`config.mk`:
```
export PLATFORM = sky130hd
export DESIGN_NAME = uart_rx_byte_fifo_flat
export DESIGN_NICKNAME = d
export VERILOG_FILES = /design/src/rtl/uart_ctrl_pkg.sv /design/src/rtl/uart_rx_byte_fifo_if.sv /design/src/rtl/uart_rx_sync_fifo.sv /design/src/rtl/uart_rx_byte_fifo.sv /design/src/flat_wrapper.sv
export SDC_FILE = /design/constraint.sdc
export NUM_CORES = 1
export LEC_CHECK = 0
export CAP_MARGIN = 20
export CORE_AREA = 2 2 125 127
export CTS_CLUSTER_SIZE = 40
export DETAILED_ROUTE_END_ITERATION = 16
export DIE_AREA = 0 0 127 129
export DONT_BUFFER_PORTS = 1
export SLEW_MARGIN = 20
export SYNTH_ARGS = -nofsm -noshare
export SYNTH_HDL_FRONTEND = slang
export SYNTH_HIERARCHICAL = 1
export SYNTH_SLANG_ARGS = --single-unit
```
`constraint.sdc`:
```
create_clock -name clk -period 4.2 [get_ports clk]
set_input_delay 0.84 -clock clk [delete_from_list [all_inputs] [get_ports clk]]
set_output_delay 0.84 -clock clk [all_outputs]
set_load 0.03 [all_outputs]
```
`src/rtl/uart_ctrl_pkg.sv`:
```
// Shared UART control-path definitions: receiver state encoding, data width, parser byte constants.
// The PARITY state exists only when UART_RX_PARITY_EN is defined.
package uart_ctrl_pkg;

  localparam int unsigned UART_DATA_W = 8;

  localparam logic [7:0] ASC_w = 8'h77;
  localparam logic [7:0] ASC_r = 8'h72;

  typedef enum logic [2:0] {
    RX_IDLE   = 3'd0,
    RX_START  = 3'd1,
    RX_DATA   = 3'd2,
`ifdef UART_RX_PARITY_EN
    RX_PARITY = 3'd3,
`endif
    RX_STOP   = 3'd4
  } rx_state_t;

endpackage

```
`src/rtl/uart_rx_byte_fifo_if.sv`:
```
// Show-ahead byte handshake between the UART receive FIFO (master) and the command parser (slave).
interface uart_rx_byte_fifo_if;
  import uart_ctrl_pkg::*;

  logic [UART_DATA_W-1:0] fifo_data;
  logic                   fifo_data_valid;
  logic                   fifo_data_req;

  modport master (output fifo_data, output fifo_data_valid, input fifo_data_req);
  modport slave  (input fifo_data, input fifo_data_valid, output fifo_data_req);

endinterface

```
`src/rtl/uart_rx_sync_fifo.sv`:
```
// Show-ahead synchronous FIFO, depth 2^FIFO_AW, wrap-bit pointers, unreset storage.
// A push while full is accepted only when a pop happens in the same cycle.
module uart_rx_sync_fifo import uart_ctrl_pkg::*; #(
  parameter int unsigned FIFO_AW = 4
) (
  input  logic                   clk,
  input  logic                   rst_n,
  input  logic                   push,
  input  logic [UART_DATA_W-1:0] push_data,
  input  logic                   pop,
  output logic [UART_DATA_W-1:0] rd_data,
  output logic                   empty,
  output logic                   full,
  output logic [FIFO_AW:0]       level
);

  localparam int unsigned DEPTH = 2 ** FIFO_AW;

  logic [UART_DATA_W-1:0] mem [DEPTH];
  logic [FIFO_AW:0]       wr_ptr;
  logic [FIFO_AW:0]       rd_ptr;
  logic                   wr_en;
  logic                   rd_en;

  assign empty   = (wr_ptr == rd_ptr);
  assign full    = (wr_ptr[FIFO_AW-1:0] == rd_ptr[FIFO_AW-1:0]) &&
                   (wr_ptr[FIFO_AW] != rd_ptr[FIFO_AW]);
  assign rd_en   = pop && !empty;
  assign wr_en   = push && (!full || rd_en);
  assign level   = wr_ptr - rd_ptr;
  assign rd_data = mem[rd_ptr[FIFO_AW-1:0]];

  always_ff @(posedge clk or negedge rst_n) begin
    if (!rst_n) begin
      wr_ptr <= '0;
      rd_ptr <= '0;
    end else begin
      if (wr_en) wr_ptr <= wr_ptr + 1'b1;
      if (rd_en) rd_ptr <= rd_ptr + 1'b1;
    end
  end

  always_ff @(posedge clk) begin
    if (wr_en) mem[wr_ptr[FIFO_AW-1:0]] <= push_data;
  end

endmodule

```
`src/rtl/uart_rx_byte_fifo.sv`:
```
// UART receiver (8N1, or 8E1 when UART_RX_PARITY_EN is defined) feeding a show-ahead byte FIFO.
// Reports rejected frames on frame_err (1-cycle pulse) and lost bytes on sticky overflow.
module uart_rx_byte_fifo import uart_ctrl_pkg::*; #(
  parameter int unsigned CLK_DIV = 16,
  parameter int unsigned FIFO_AW = 4
) (
  input  logic                       clk,
  input  logic                       rst_n,
  input  logic                       uart_rx,
  uart_rx_byte_fifo_if.master        fifo_if,
  output logic                       frame_err,
  output logic                       overflow,
  output logic [FIFO_AW:0]           fifo_level
);

  localparam logic [15:0] BAUD_LAST = 16'(CLK_DIV - 1);
  localparam logic [15:0] BAUD_HALF = 16'(CLK_DIV / 2 - 1);

  rx_state_t              state_q, state_d;
  logic                   rx_meta, rx_s, rx_prev;
  logic                   fall;
  logic [15:0]            baud_cnt;
  logic [2:0]             bit_cnt;
  logic [UART_DATA_W-1:0] shreg;
  logic                   data_tick;
  logic                   push;
  logic                   pop;
  logic                   fifo_empty;
  logic                   fifo_full;
`ifdef UART_RX_PARITY_EN
  logic                   par_tick;
  logic                   par_bad;
`endif

  always_ff @(posedge clk or negedge rst_n) begin
    if (!rst_n) begin
      rx_meta <= 1'b1;
      rx_s    <= 1'b1;
      rx_prev <= 1'b1;
    end else begin
      rx_meta <= uart_rx;
      rx_s    <= rx_meta;
      rx_prev <= rx_s;
    end
  end

  assign fall = rx_prev && !rx_s;

  always_ff @(posedge clk or negedge rst_n) begin
    if (!rst_n) state_q <= RX_IDLE;
    else        state_q <= state_d;
  end

  always_comb begin
    state_d   = state_q;
    data_tick = 1'b0;
    push      = 1'b0;
    frame_err = 1'b0;
`ifdef UART_RX_PARITY_EN
    par_tick  = 1'b0;
`endif
    case (state_q)
      RX_IDLE:  if (fall) state_d = RX_START;
      RX_START: if (baud_cnt == BAUD_HALF) state_d = rx_s ? RX_IDLE : RX_DATA;
      RX_DATA: begin
        if (baud_cnt == BAUD_LAST) begin
          data_tick = 1'b1;
`ifdef UART_RX_PARITY_EN
          if (bit_cnt == 3'd7) state_d = RX_PARITY;
`else
          if (bit_cnt == 3'd7) state_d = RX_STOP;
`endif
        end
      end
`ifdef UART_RX_PARITY_EN
      RX_PARITY: begin
        if (baud_cnt == BAUD_LAST) begin
          par_tick = 1'b1;
          state_d  = RX_STOP;
        end
      end
`endif
      RX_STOP: begin
        // Leave at the stop-bit centre so a back-to-back start edge is not missed.
        if (baud_cnt == BAUD_LAST) begin
          state_d = RX_IDLE;
`ifdef UART_RX_PARITY_EN
          if (rx_s && !par_bad) push = 1'b1;
          else                  frame_err = 1'b1;
`else
          if (rx_s) push = 1'b1;
          else      frame_err = 1'b1;
`endif
        end
      end
      default: state_d = RX_IDLE;
    endcase
  end

  always_ff @(posedge clk or negedge rst_n) begin
    if (!rst_n) begin
      baud_cnt <= '0;
      bit_cnt  <= '0;
      shreg    <= '0;
    end else begin
      if (state_d != state_q || baud_cnt == BAUD_LAST) baud_cnt <= '0;
      else                                             baud_cnt <= baud_cnt + 16'd1;

      if (state_q != RX_DATA) bit_cnt <= '0;
      else if (data_tick)     bit_cnt <= bit_cnt + 3'd1;

      if (data_tick) shreg <= {rx_s, shreg[UART_DATA_W-1:1]};
    end
  end

`ifdef UART_RX_PARITY_EN
  always_ff @(posedge clk or negedge rst_n) begin
    if (!rst_n)        par_bad <= 1'b0;
    else if (par_tick) par_bad <= (^shreg) ^ rx_s;
  end
`endif

  assign pop                     = fifo_if.fifo_data_req && fifo_if.fifo_data_valid;
  assign fifo_if.fifo_data_valid = !fifo_empty;

  always_ff @(posedge clk or negedge rst_n) begin
    if (!rst_n)                            overflow <= 1'b0;
    else if (push && fifo_full && !pop)    overflow <= 1'b1;
  end

  uart_rx_sync_fifo #(.FIFO_AW(FIFO_AW)) u_fifo (
    .clk       (clk),
    .rst_n     (rst_n),
    .push      (push),
    .push_data (shreg),
    .pop       (pop),
    .rd_data   (fifo_if.fifo_data),
    .empty     (fifo_empty),
    .full      (fifo_full),
    .level     (fifo_level)
  );

endmodule

```
`src/flat_wrapper.sv`:
```
// flat-port wrapper written by rule: the top's interface ports become plain ports
module uart_rx_byte_fifo_flat import uart_ctrl_pkg::*;
#(
  parameter int unsigned CLK_DIV = 16,
  parameter int unsigned FIFO_AW = 4
)
  (clk, rst_n, uart_rx, frame_err, overflow, fifo_level, fifo_if_fifo_data, fifo_if_fifo_data_valid, fifo_if_fifo_data_req);
  uart_rx_byte_fifo_if fifo_if_i ();
  input  logic clk;
  input  logic rst_n;
  input  logic uart_rx;
  output logic frame_err;
  output logic overflow;
  output logic [FIFO_AW:0] fifo_level;
  output wire logic [$bits(fifo_if_i.fifo_data)-1:0] fifo_if_fifo_data;
  output wire logic [$bits(fifo_if_i.fifo_data_valid)-1:0] fifo_if_fifo_data_valid;
  input wire logic [$bits(fifo_if_i.fifo_data_req)-1:0] fifo_if_fifo_data_req;
  assign fifo_if_fifo_data = fifo_if_i.fifo_data;
  assign fifo_if_fifo_data_valid = fifo_if_i.fifo_data_valid;
  assign fifo_if_i.fifo_data_req = fifo_if_fifo_data_req;
  uart_rx_byte_fifo #(.CLK_DIV(CLK_DIV), .FIFO_AW(FIFO_AW)) u_core (.clk(clk), .rst_n(rst_n), .uart_rx(uart_rx), .fifo_if(fifo_if_i), .frame_err(frame_err), .overflow(overflow), .fifo_level(fifo_level));
endmodule
```
* After elaboration in Yosys (flattened, before gate mapping)
Memory sizes are Yosys's and may differ from the RTL's. Cells that the tools add are included.
Storage, ports and cells: memories kept 1, register bits after elaboration 44, memory bits (writable) 128, output and inout port bits 16, input bits 4
Operators by class: reduce and logical (&&, ||, !) cells 15, equal/unequal tests 11, multiplexer cells 20, add/subtract/negate cells 5
Memory list:
- u_core.u_fifo.mem | depth 16, width 8, rd ports 1, clocked after Yosys merged registers in 0, write ports 1, line uart_rx_sync_fifo.sv:19 | logic [UART_DATA_W-1:0] mem [DEPTH];
Operator list (count):
- two-way mux 3 bit | 7
- adder 16 x 1 -> 16 bit, second input constant | 1
- equality test 16 x 3 -> 1 bit, second input constant | 1
- equality test 16 x 4 -> 1 bit, second input constant | 1
- two-way mux 16 bit | 1
- case mux 3 bit (4 select lines) | 1
- adder 5 x 1 -> 5 bit, second input constant | 2
- two-way mux 1 bit | 10
- logical AND 1 bit | 7
- equality test 3 bit, second input constant | 2
- equality test 5 bit | 1
- subtractor 5 bit | 1
- equality test 4 bit | 1
- logical NOT 1 bit | 4
- adder 3 x 1 -> 3 bit, second input constant | 1
- equality test 3 x 1 -> 1 bit, second input constant | 1
- equality test 3 x 2 -> 1 bit, second input constant | 1
- logical NOT 3 bit | 1
- inequality test 3 x 2 -> 1 bit, second input constant | 1
- inequality test 3 bit | 1
- logical OR 1 bit | 2
- two-way mux 2 bit | 1
- nonzero test 2 bit | 1
- inequality test 1 bit | 1

* Logic depth before layout (Yosys ltp)
word-level depth 8, mapped depth 11, depth with buffers taken out 8

* Hierarchy
Netlist, hierarchy kept.
By module, submodules not included:
- uart_rx_sync_fifo | area an instance 5745.5 um^2, sequential area each 4093.9 um^2, cells each 297, times used 1
- uart_rx_byte_fifo | area an instance 1595.3 um^2, sequential area each 854.6 um^2, cells each 141, times used 1

* Least setup slack after synthesis
OpenSTA, ideal clock, no wires.
kind reg-to-reg, start point register u_core.u_fifo.rd_ptr[2], end point memory u_core.u_fifo.mem[0][0], enable pin, data arrival time 2847 ps, cell stages (with the launch flop) 12, data required time 3817 ps, slack 970 ps, path through dfrtp_1 > buf_2 > buf_2 > buf_2 > inv_1 > ha_1 > and4_1 > and2_1 > nor2b_1 > o31a_2 > nand2_1 > nor3_1
On the way: longest elaborated chain between the ends 8, elaborated cells on any way between the ends 11, classes of those cells eq/ne (2); mux (2); reduce/logical (7)
RTL lines:
- start, declared | line uart_rx_sync_fifo.sv:21 | logic [FIFO_AW:0] rd_ptr;
- start signal, assigned | line uart_rx_sync_fifo.sv:39 | if (rd_en) rd_ptr <= rd_ptr + 1'b1;
- equality test 5 bit | line uart_rx_sync_fifo.sv:25 | assign empty = (wr_ptr == rd_ptr);
- via u_core.fifo_empty | line uart_rx_byte_fifo.sv:28 | logic fifo_empty;
- logical NOT 1 bit | line uart_rx_byte_fifo.sv:124 | assign fifo_if.fifo_data_valid = !fifo_empty;
- logical AND 1 bit | line uart_rx_byte_fifo.sv:123 | assign pop = fifo_if.fifo_data_req && fifo_if.fifo_data_valid;
- via u_core.pop | line uart_rx_byte_fifo.sv:27 | logic pop;
- logical AND 1 bit | line uart_rx_sync_fifo.sv:28 | assign rd_en = pop && !empty;
- logical OR 1 bit | line uart_rx_sync_fifo.sv:29 | assign wr_en = push && (!full || rd_en);
- logical AND 1 bit | line uart_rx_sync_fifo.sv:29
- two-way mux 1 bit | line uart_rx_sync_fifo.sv:44 | if (wr_en) mem[wr_ptr[FIFO_AW-1:0]] <= push_data;
- two-way mux 1 bit (implied by the code) | line uart_rx_sync_fifo.sv:44
- end, declared | line uart_rx_sync_fifo.sv:19
The timed path passes the listed nets, and every way through them passes these cells.

* Worst setup path after layout
start point register u_core.u_fifo.rd_ptr[0], end point output port fifo_if_fifo_data[1]
On the way: longest elaborated chain between the ends 1
RTL lines:
- memory read (16 x 8 bit)
- end, declared | line flat_wrapper.sv:15 | output wire logic [$bits(fifo_if_i.fifo_data)-1:0] fifo_if_fifo_data;
No other way between the ends.

==> run summary <==
* **outcome** complete, no violations
* **number of enable-type register cells in the synthesized netlist** 128
* **post-layout util** 0.542
* **dominant synthesized flop cell** edfxtp_1
* **standard cell core area** 0.0150 mm2
* **R2R cell count** 8
* **horizontal extent of the die** 127 um
* **Routed WL per cell** 21.3 um
* **complex-gate fraction of the synthesized area** 0.0375
* **Post-Synth XOR/XNOR Area** 0.0332
* **routability congestion estimate** 0.812
* **Critical Path RT** 3.36 ns
* **share of Yosys cell area claimed by the top area cell type** 0.524
* **area share of fa/ha/maj cells after synthesis** 0.0245
* **Die Area** 0.0164 mm2
* **count of final max-slew check failures** 0
* **number of instances in the synthesized netlist** 438
* **non-filler cells in the finished layout** 657
* **Setup Fix Bufs, Post-CTS** 0
* **Worst Clk Skew** 0.00409 ns
* **sw frac** 0.315
* **number of resized instances in the post-cts repair step** 0
* **TritonRoute pass-1 iters** 5
* **largest family of logic cells by synthesized area** multiplexers
* **simple-gate portion of the synthesized area** 0.0733
* **Iteration-0 DRC Markers** 272
* **highest achievable clock rate** 279 MHz
* **Max rail drop VDD** 278 uV
* **count of different cell masters after synthesis** 52
* **worst slack, placed** 0.734 ns
* **first-pass GRT wire length** 22,200 um
* **IO Pins** 20
* **multiplexer area fraction after synthesis** 0.133
* **clock network power share** 0.333
* **Reg-to-Reg End** u_core/u_fifo/mem[8][1]
* **endpoint arrival time on the critical path** 2.74 ns
* **worst rel slew slack** 0.336
* **Net Sw Power** 1.38 mW
* **number of nets with antenna violations after routing** 0
* **total clock sinks** 172
* **routed wire length** 14,000 um
* **average instance area after synthesis** 16.8 um2
* **count of vias placed by the detailed router** 3,769
* **Starting Density** 0.490
* **shortest period the worst path allows** 3.58 ns
* **Worst Hold Class** in -> async
* **count of H-tree levels built during CTS** 4
* **synthesis-to-layout area growth** 10.6%
* **fraction of layout cells with a size suffix above 1** 0.134
* **Internal Dissipation** 3.01 mW
* **number of flip-flops and latches in the synthesized netlist** 172
* **Total Negative Setup Slacks** 0 ns
* **Cell Area, Synth** 0.00734 mm2
* **vertical extent of the die** 129 um
* **hold violation count in the final report** 0
* **cell count after placement** 625
* **category of the critical setup timing path** reg -> out
* **power density over the cells** 541 mW/mm2
* **clock root buffer master** clkbuf_16
* **Max-Cap Viols** 0
* **RR Startpoint** u_core/u_fifo/rd_ptr[3]
* **kind of start point of the critical path** register
* **all-layer global routing usage** 0.184
* **number of inserted filler cells in the final layout** 1,201
* **HPWL reported at the end of detailed placement** 9120 um
* **number of antenna violations at the first check in global routing** 0
* **Ant. Diodes** 0
* **Tightest Pin Transition** 0.992 ns
* **cells taking the most area after synthesis** edfxtp_1 (52%), dfrtp_1 (14%), mux4_1 (8.2%)
* **LEAKAGE** 2.96 nW
* **Yosys Warn Count** 6
* **Net Count, Synth** 455
* **clock tree from TritonCTS** built
* **remaining design rule violation count** 0
* **# rows** 45
* **CTS Buf Count** 17
* **fraction of synthesis flops using an asynchronous set or reset pin** 0.256
* **average via count per standard cell** 5.74
* **unrepaired setup endpoints after global routing** false
* **number of buffers on the longest clock path** 2
* **cell taking the most area after synthesis** edfxtp_1
* **largest driver fanout on the critical path** 33
* **sequential element share of the synthesized area** 0.674
* **worst-case setup margin in the final layout** 0.618 ns
* **remaining global-route overflow** 0
* **largest net degree at the start of global routing** 45
* **count of final setup violators** 0
* **final critical-path share of the clock period** 0.853
* **r2r setup slk** 0.67 ns
* **CTS clock-pin slew for the worst setup and hold paths** 0.06 ns
* **kind of end point of the critical path** output port
* **insertion delay of the later-clocked pin in the worst-skew pair** 0.42 ns
* **via count of the first global-routing pass** 3,877
* **combinational group share of total power** 0.219
* **Seq pwr share** 0.448
* **IO buf count** 0
* **number of hold-repair buffers added at the cts stage** 0
* **net count of the finished layout** 473
[cell usage after synthesis (2+ instances only)]
cell      count
nand3_1       7
nor3_1        8
buf_1         2
dfstp_2       3
clkbuf_1      3
mux4_1       23
dfrtp_1      41
inv_1        13
mux2_1        8
buf_12        2
xor2_1        6
a21o_1        3
a21oi_1       4
o21ai_1       7
and2_1        3
nand2_1      13
edfxtp_1    128
ha_1         12
nor4_1        6
nand2b_1      2
nor2b_1       3
nand4_1       7
mux2i_1      26
o21ai_0      12
buf_2         5
xnor2_1      20
nor2_1       38
a221oi_1      8
buf_6         2
[area by class of cell]
| class | count | area [um2] | area share |
|---|---|---|---|
| timing repair buffer | 15 | 113 | 0.0139 |
| clock inverter | 15 | 131 | 0.0162 |
| inverter | 13 | 48.8 | 0.00601 |
| clock buffer | 17 | 425 | 0.0524 |
| tap | 188 | 235 | 0.0290 |
| multi-input combinational | 237 | 2210 | 0.273 |
| sequential | 172 | 4950 | 0.610 |
[state kept, by name (all words and copies together) (netlist names), 3 cells and up]
register and count:
u_core/baud_cnt 16, u_core/bit_cnt 3, u_core/shreg 8, u_core/state_q 3
u_core/u_fifo/mem 128, u_core/u_fifo/rd_ptr 5, u_core/u_fifo/wr_ptr 5
[worst max-delay path by stage]
stage               slack [ns]  cells past startpoint                  endpoint                    start
global route              0.51                      8   u_core/u_fifo/mem[8][0]  u_core/u_fifo/rd_ptr[3]
floorplan                 0.97                     11   u_core/u_fifo/mem[0][0]  u_core/u_fifo/rd_ptr[2]
finish                    0.62                      5      fifo_if_fifo_data[1]  u_core/u_fifo/rd_ptr[0]
CTS                       0.63                      5      fifo_if_fifo_data[1]  u_core/u_fifo/rd_ptr[0]
global placement          0.83                      8   u_core/u_fifo/mem[9][0]  u_core/u_fifo/rd_ptr[3]
detailed placement        0.73                      8  u_core/u_fifo/mem[13][1]  u_core/u_fifo/rd_ptr[3]
[stage by stage]
stage	area (um2)	hold WS, ns	power (mW)
global placement	7560	0.348	2.95
floorplan	7340	0.345	2.81
CTS	8120	0.0849	4.43
detailed placement	7560	0.349	2.96
global route	8120	0.0833	4.58
finish	8120	0.108	4.39
[kinds of logic (layout without fill, tap and decap cells)]
kind of cell,count (synthesis),in the layout
AO/OA/AOI/OAI,39,39
XOR/XNOR,27,27
adder cells (fa/ha/maj),14,14
buffers and inverters,29,60
flip-flops,172,172
multiplexers,58,58
AND/OR/NAND/NOR,99,99
[metal layers]
layer	part of all wire	vias up	wire length, um	track usage
met5	0	-	0	0
met4	0.013	0	178	0.0646
met3	0.033	15	466	0.0437
met2	0.50	75	7000	0.305
met1	0.45	1935	6330	0.243
li1	-	1744	-	-
[placed cells by master (no fill, tap or decap), types with 4 or more instances in the layout]
cell       synthesis  routed
ha_1              12      12
edfxtp_1         128     128
xnor2_1           20      20
nand2_1           13      13
mux4_1            23      23
nor3_1             8       8
nand3_1            7       7
inv_6              0       6
buf_4              1      15
dfrtp_1           41      40
nor4_1             6       6
nor2_1            38      38
o21ai_0           12      12
a21oi_1            4       4
nand4_1            7       7
o21ai_1            7       7
a221oi_1           8       8
mux2_1             8       8
mux2i_1           26      26
xor2_1             6       6
clkbuf_16          0      17
inv_1             13      13
[power groups by stage]
stage               clock network [mW]  logic, mW  registers [mW]
floorplan                            0      0.862            1.95
global placement                     0      0.960            1.99
detailed placement                   0      0.959            2.00
CTS                               1.50      0.964            1.96
global route                      1.57       1.04            1.98
finish                            1.46      0.962            1.97
[critical path, cell delays in order (launching register included)]
cell and delay, ns:
dfrtp_2 0.58, buf_4 0.54, mux4_1 0.65, mux2i_1 0.20, o21ai_0 0.13, buf_4 0.20
(Power assumes the default switching activity.)
